<file path="config.mk">
export PLATFORM = sky130hd
export DESIGN_NAME = piece_queue
export DESIGN_NICKNAME = d
export VERILOG_FILES = /design/src/rtl/piece_pkg.sv /design/src/rtl/piece_fifo.sv /design/src/rtl/piece_queue.sv
export SDC_FILE = /design/constraint.sdc
export NUM_CORES = 1
export LEC_CHECK = 0
export ABC_AREA = 1
export CAP_MARGIN = 20
export CORE_MARGIN = 4
export CORE_UTILIZATION = 40
export DETAILED_ROUTE_END_ITERATION = 10
export PLACE_DENSITY_LB_ADDON = 0.15
export SETUP_SLACK_MARGIN = 0.4
export SYNTH_ARGS = -nofsm -noshare
export SYNTH_HDL_FRONTEND = slang
export SYNTH_SLANG_ARGS = --single-unit
</file>
<file path="constraint.sdc">
create_clock -name clka -period 1.95 [get_ports clka]
set_input_delay 0.2925 -clock clka [delete_from_list [all_inputs] [get_ports clka]]
set_output_delay 0.2925 -clock clka [all_outputs]
set_load 0.02 [all_outputs]
</file>
<file path="src/rtl/piece_pkg.sv">
// Shared defaults, FSM state type and counter limit for the piece queue.
package piece_pkg;

    localparam int unsigned PIECE_W_DEF = 2;
    localparam int unsigned DEPTH_DEF   = 4;

    localparam logic [7:0] DEALT_MAX = 8'd255;

    typedef enum logic {
        FILL = 1'b0,
        FULL = 1'b1
    } state_t;

endpackage

</file>
<file path="src/rtl/piece_fifo.sv">
// Circular storage for upcoming pieces: head/next read ports, occupancy count, sync clear.
module piece_fifo
    import piece_pkg::*;
#(
    parameter int unsigned DEPTH   = DEPTH_DEF,
    parameter int unsigned PIECE_W = PIECE_W_DEF
) (
    input  logic                      i_clk,
    input  logic                      i_rst_n,
    input  logic                      i_clear,
    input  logic                      i_push,
    input  logic                      i_pop,
    input  logic [PIECE_W-1:0]        i_wdata,
    output logic [PIECE_W-1:0]        o_head,
    output logic [PIECE_W-1:0]        o_next,
    output logic [$clog2(DEPTH):0]    o_count
);

    localparam int unsigned AW = $clog2(DEPTH);
    localparam int unsigned CW = AW + 1;

    logic [PIECE_W-1:0] r_mem [DEPTH];
    logic [AW-1:0]      r_wr_ptr;
    logic [AW-1:0]      r_rd_ptr;
    logic [CW-1:0]      r_count;
    logic [AW-1:0]      w_rd_nxt;

    // Pointers are exactly AW bits wide, so the natural overflow wraps modulo DEPTH.
    always_ff @(posedge i_clk or negedge i_rst_n) begin
        if (!i_rst_n) begin
            r_wr_ptr <= '0;
            r_rd_ptr <= '0;
            r_count  <= '0;
        end else if (i_clear) begin
            r_wr_ptr <= '0;
            r_rd_ptr <= '0;
            r_count  <= '0;
        end else begin
            if (i_push) begin
                r_wr_ptr <= r_wr_ptr + AW'(1);
            end
            if (i_pop) begin
                r_rd_ptr <= r_rd_ptr + AW'(1);
            end
            if (i_push && !i_pop) begin
                r_count <= r_count + CW'(1);
            end else if (i_pop && !i_push) begin
                r_count <= r_count - CW'(1);
            end
        end
    end

    always_ff @(posedge i_clk) begin
        if (i_push && !i_clear) begin
            r_mem[r_wr_ptr] <= i_wdata;
        end
    end

    assign w_rd_nxt = r_rd_ptr + AW'(1);
    assign o_head   = r_mem[r_rd_ptr];
    assign o_next   = r_mem[w_rd_nxt];
    assign o_count  = r_count;

endmodule

</file>
<file path="src/rtl/piece_queue.sv">
// Upcoming-piece queue: FILL/FULL FSM, dealt counter and optional anti-repeat filter.
// Define PIECE_QUEUE_NO_REPEAT_EN to bump a value that would repeat the last push.
module piece_queue
    import piece_pkg::*;
#(
    parameter int unsigned DEPTH   = DEPTH_DEF,
    parameter int unsigned PIECE_W = PIECE_W_DEF
) (
    input  logic                   clka,
    input  logic                   restart_n,
    input  logic [PIECE_W-1:0]     random,
    input  logic                   flush,
    input  logic                   pop,
    output logic                   piece_valid,
    output logic [PIECE_W-1:0]     piece_out,
    output logic [PIECE_W-1:0]     preview,
    output logic [$clog2(DEPTH):0] count,
    output logic [7:0]             dealt_cnt
);

    localparam int unsigned CW = $clog2(DEPTH) + 1;

    state_t             r_state;
    logic [7:0]         r_dealt;
    logic [CW-1:0]      w_count;
    logic [PIECE_W-1:0] w_head;
    logic [PIECE_W-1:0] w_next;
    logic [PIECE_W-1:0] w_push_data;
    logic               w_valid;
    logic               w_push;
    logic               w_pop_acc;

    assign w_valid   = (w_count != '0);
    assign w_push    = (r_state == FILL) && !flush;
    assign w_pop_acc = pop && w_valid && !flush;

`ifdef PIECE_QUEUE_NO_REPEAT_EN
    logic [PIECE_W-1:0] r_last;
    logic               r_last_vld;

    always_ff @(posedge clka or negedge restart_n) begin
        if (!restart_n) begin
            r_last     <= '0;
            r_last_vld <= 1'b0;
        end else if (flush) begin
            r_last_vld <= 1'b0;
        end else if (w_push) begin
            r_last     <= w_push_data;
            r_last_vld <= 1'b1;
        end
    end

    assign w_push_data = (r_last_vld && (random == r_last)) ? random + PIECE_W'(1) : random;
`else
    assign w_push_data = random;
`endif

    // FULL is entered only when a push lands on the last free slot without a matching pop.
    always_ff @(posedge clka or negedge restart_n) begin
        if (!restart_n) begin
            r_state <= FILL;
            r_dealt <= '0;
        end else begin
            if (w_pop_acc && (r_dealt != DEALT_MAX)) begin
                r_dealt <= r_dealt + 8'd1;
            end
            if (flush) begin
                r_state <= FILL;
            end else begin
                case (r_state)
                    FILL: begin
                        if (w_push && !w_pop_acc && (w_count == CW'(DEPTH - 1))) begin
                            r_state <= FULL;
                        end
                    end
                    FULL: begin
                        if (w_pop_acc) begin
                            r_state <= FILL;
                        end
                    end
                    default: r_state <= FILL;
                endcase
            end
        end
    end

    piece_fifo #(
        .DEPTH   (DEPTH),
        .PIECE_W (PIECE_W)
    ) u_fifo (
        .i_clk   (clka),
        .i_rst_n (restart_n),
        .i_clear (flush),
        .i_push  (w_push),
        .i_pop   (w_pop_acc),
        .i_wdata (w_push_data),
        .o_head  (w_head),
        .o_next  (w_next),
        .o_count (w_count)
    );

    // Storage is not reset, so reads are masked by occupancy to hide stale slots.
    assign piece_valid = w_valid;
    assign piece_out   = w_valid ? w_head : '0;
    assign preview     = (w_count >= CW'(2)) ? w_next : '0;
    assign count       = w_count;
    assign dealt_cnt   = r_dealt;

endmodule

</file>
==> impl_metrics.toml <==
[run_status]
outcome = "completed"

[timing]
fin_crit_sh = 0.877
setup_viol = 0
min_period_ns = 1.71
maxSlewHeadroom = 0.839
finalHoldViolCount = 0
setup_ws_ns = 0.240
setup_tns_ns = 0
tightest_slew_ns = 0.241
slew_viol_final = 0
fin_skew_ns = 0.00154
rsz0062_at_grt = "yes"
max_freq_mhz = 585

[clock_network]
worstSkewPairLatency_ns = 0.30
clk_path_buf_depth = 2
clockRootBuffer = "clkbuf_4"
postCtsHoldBufs = 0
htree_levels = 1
cts.clk_slew.worst_paths_ns = 0.13
numCtsBuffers = 3
cts_tree = "built"
cts_sinks = 24

[drt]
first_iter_violations = 45
drc = 0
wl_per_cell_um = 11.7
avgViaCountPerCell = 4.69
ant_nets = 0
dr_total_vias = 1135
dr.pass1.iters = 5
wl_um = 2830

[cells_and_area]
mostFrequentLayoutCells = "38 x nand2_1, 20 x inv_1, 20 x buf_4"
final_common_cell = "nand2_1"
final_core_util = 0.572
drive_above_1_share = 0.283
n_antenna_cell = 0
layout.nets = 211
fillers = 311
area_growth_syn_to_layout_pct = 34.4
regArea_um2 = 647
fin_cells = 242
multi_input_area_um2 = 627

[floorplan]
fp.dieH_um = 65.7
dieWidth_um = 65.7
core_um2 = 3130
rows = 20
io_pins = 22
initial_utilization = 0.426
fp.dieArea_um2 = 4320

[critical_path]
critical_path_peak_fanout = 4
arrival_ns = 1.42
cp-start-kind = "register"
crit_required_ns = 1.66
rr_worst_depth = 8
rr_endpoint = "dealt_cnt[2]"
rrSetupSlack_ns = 0.47
worstReg2RegStart = "dealt_cnt[1]"
critPathLaunch = "u_fifo.r_rd_ptr[1]"
end_kind = "output pin"
worstSetupPathType = "register to output pin"

[synth]
yosysWarnings = 0
synth_cell_types = 25
yosys_register_bits = 24
netlist_area_um2 = 1330
synth-seq-area-share = 0.481
syn_inst = 155
postSynthAreaPerCell_um2 = 8.60
syn_nets = 167

[power]
total_power_w = 0.00173
p_leak_nw = 0.895
power_density_nw_per_um2 = 968
peakVddDrop_mv = 0.478

[placed_design]
place_ws_ns = 0.0292
dp.cells = 222
gp_congestion = 0.838
dp_hpwl_um = 1990
port_buffers = 21

[flow_run]
drv_cap = 0

[global_routing]
antenna_found_initial = 0
overflow = 0
grt_max_degree = 17
grt_usage = 0.132
grt_pass1_wl_um = 4430
grt_pass1_vias = 1054

[min_path]
hp-class = "input pin to async pin"
[worst max path at each step]
stage,to,cells past startpoint,slack [ns]
after floorplan,u_fifo.o_count[2],13,0.40
after detailed placement,u_fifo.o_count[2],10,0.03
after global placement,u_fifo.o_count[2],10,0.06
after CTS,preview[0],6,0.26
after global routing,preview[0],6,0.15
final,preview[1],5,0.24
[metal layers]
| layer | share of wire | GRT usage |
|---|---|---|
| met3 | 0.027 | 0.0205 |
| met5 | 0 | 0 |
| met1 | 0.46 | 0.162 |
| met4 | 0.0071 | 0.0492 |
| met2 | 0.50 | 0.229 |
[final cells by class]
class / count / share of cell area
clock buffer: 4 / 0.0147
inverter: 26 / 0.0559
multi-input combinational: 104 / 0.350
sequential: 24 / 0.361
tap: 44 / 0.0307
timing repair buffer: 40 / 0.187
[registers in the layout, summed over array words and instances, names as in the netlist]
signal	count
dealt_cnt	8
r_state	1
u_fifo.o_count	3
u_fifo.r_mem	8
u_fifo.r_rd_ptr	2
u_fifo.r_wr_ptr	2
[power by group]
group	switching, W	internal (W)	total (W)
registers	0.0000905	0.000605	0.000696
clock network	0.000140	0.0000796	0.000219
logic	0.000450	0.000369	0.000819
total	0.000680	0.00105	0.00173
[critical path: stages (launching register included)]
cell and delay (ns):
dfrtp_2 0.45, buf_6 0.13, nor2_2 0.14, a22oi_1 0.11, a21oi_1 0.13, buf_4 0.15
[cells in the mapped netlist]
cell type | instances | area (um2)
nand3_2 | 1 | 10.0
a22oi_1 | 1 | 7.51
nand2_4 | 3 | 33.8
a31oi_1 | 2 | 12.5
o21ai_0 | 10 | 50.1
xnor2_1 | 1 | 8.76
nand3_1 | 6 | 30.0
nand2_1 | 40 | 150
a21oi_2 | 1 | 8.76
o21ai_4 | 1 | 16.3
ha_1 | 6 | 75.1
nor2_2 | 2 | 12.5
inv_2 | 1 | 3.75
inv_1 | 25 | 93.8
xor2_1 | 4 | 35.0
clkbuf_1 | 1 | 3.75
o32ai_1 | 1 | 8.76
nand3b_1 | 2 | 15.0
nor2_1 | 13 | 48.8
a21oi_1 | 5 | 25.0
edfxtp_1 | 8 | 240
o211ai_1 | 1 | 7.51
dfrtp_1 | 16 | 400
nand4_1 | 2 | 12.5
nor2_4 | 2 | 22.5
[cells by family (layout without fill, tap and decap cells)]
logic type | count (synthesis) | count (layout) | share of synthesized area
and+or+nand+nor | 71 | 71 | 0.252
DFF | 24 | 24 | 0.481
AOI/OAI and AO/OA | 22 | 22 | 0.102
adders and majority gates | 6 | 6 | 0.0563
xor gates and xnor gates | 5 | 5 | 0.0329
buffers and inverters | 27 | 70 | 0.0761
[metrics by stage]
stage / hold WS (ns) / cell area [um2]
finish: 0.295 / 1790
detailed placement: 0.521 / 1630
global route: 0.288 / 1790
global placement: 0.501 / 1630
floorplan: -0.00309 / 1340
CTS: 0.293 / 1670
[what timing repair did]
action | CTS | global route
gates resized for setup | 44 | 18
pin swaps | 4 | 8
setup buffers | 4 | 12
endpoints found under the setup margin | 17 | 14
(Power assumes the default switching activity.)
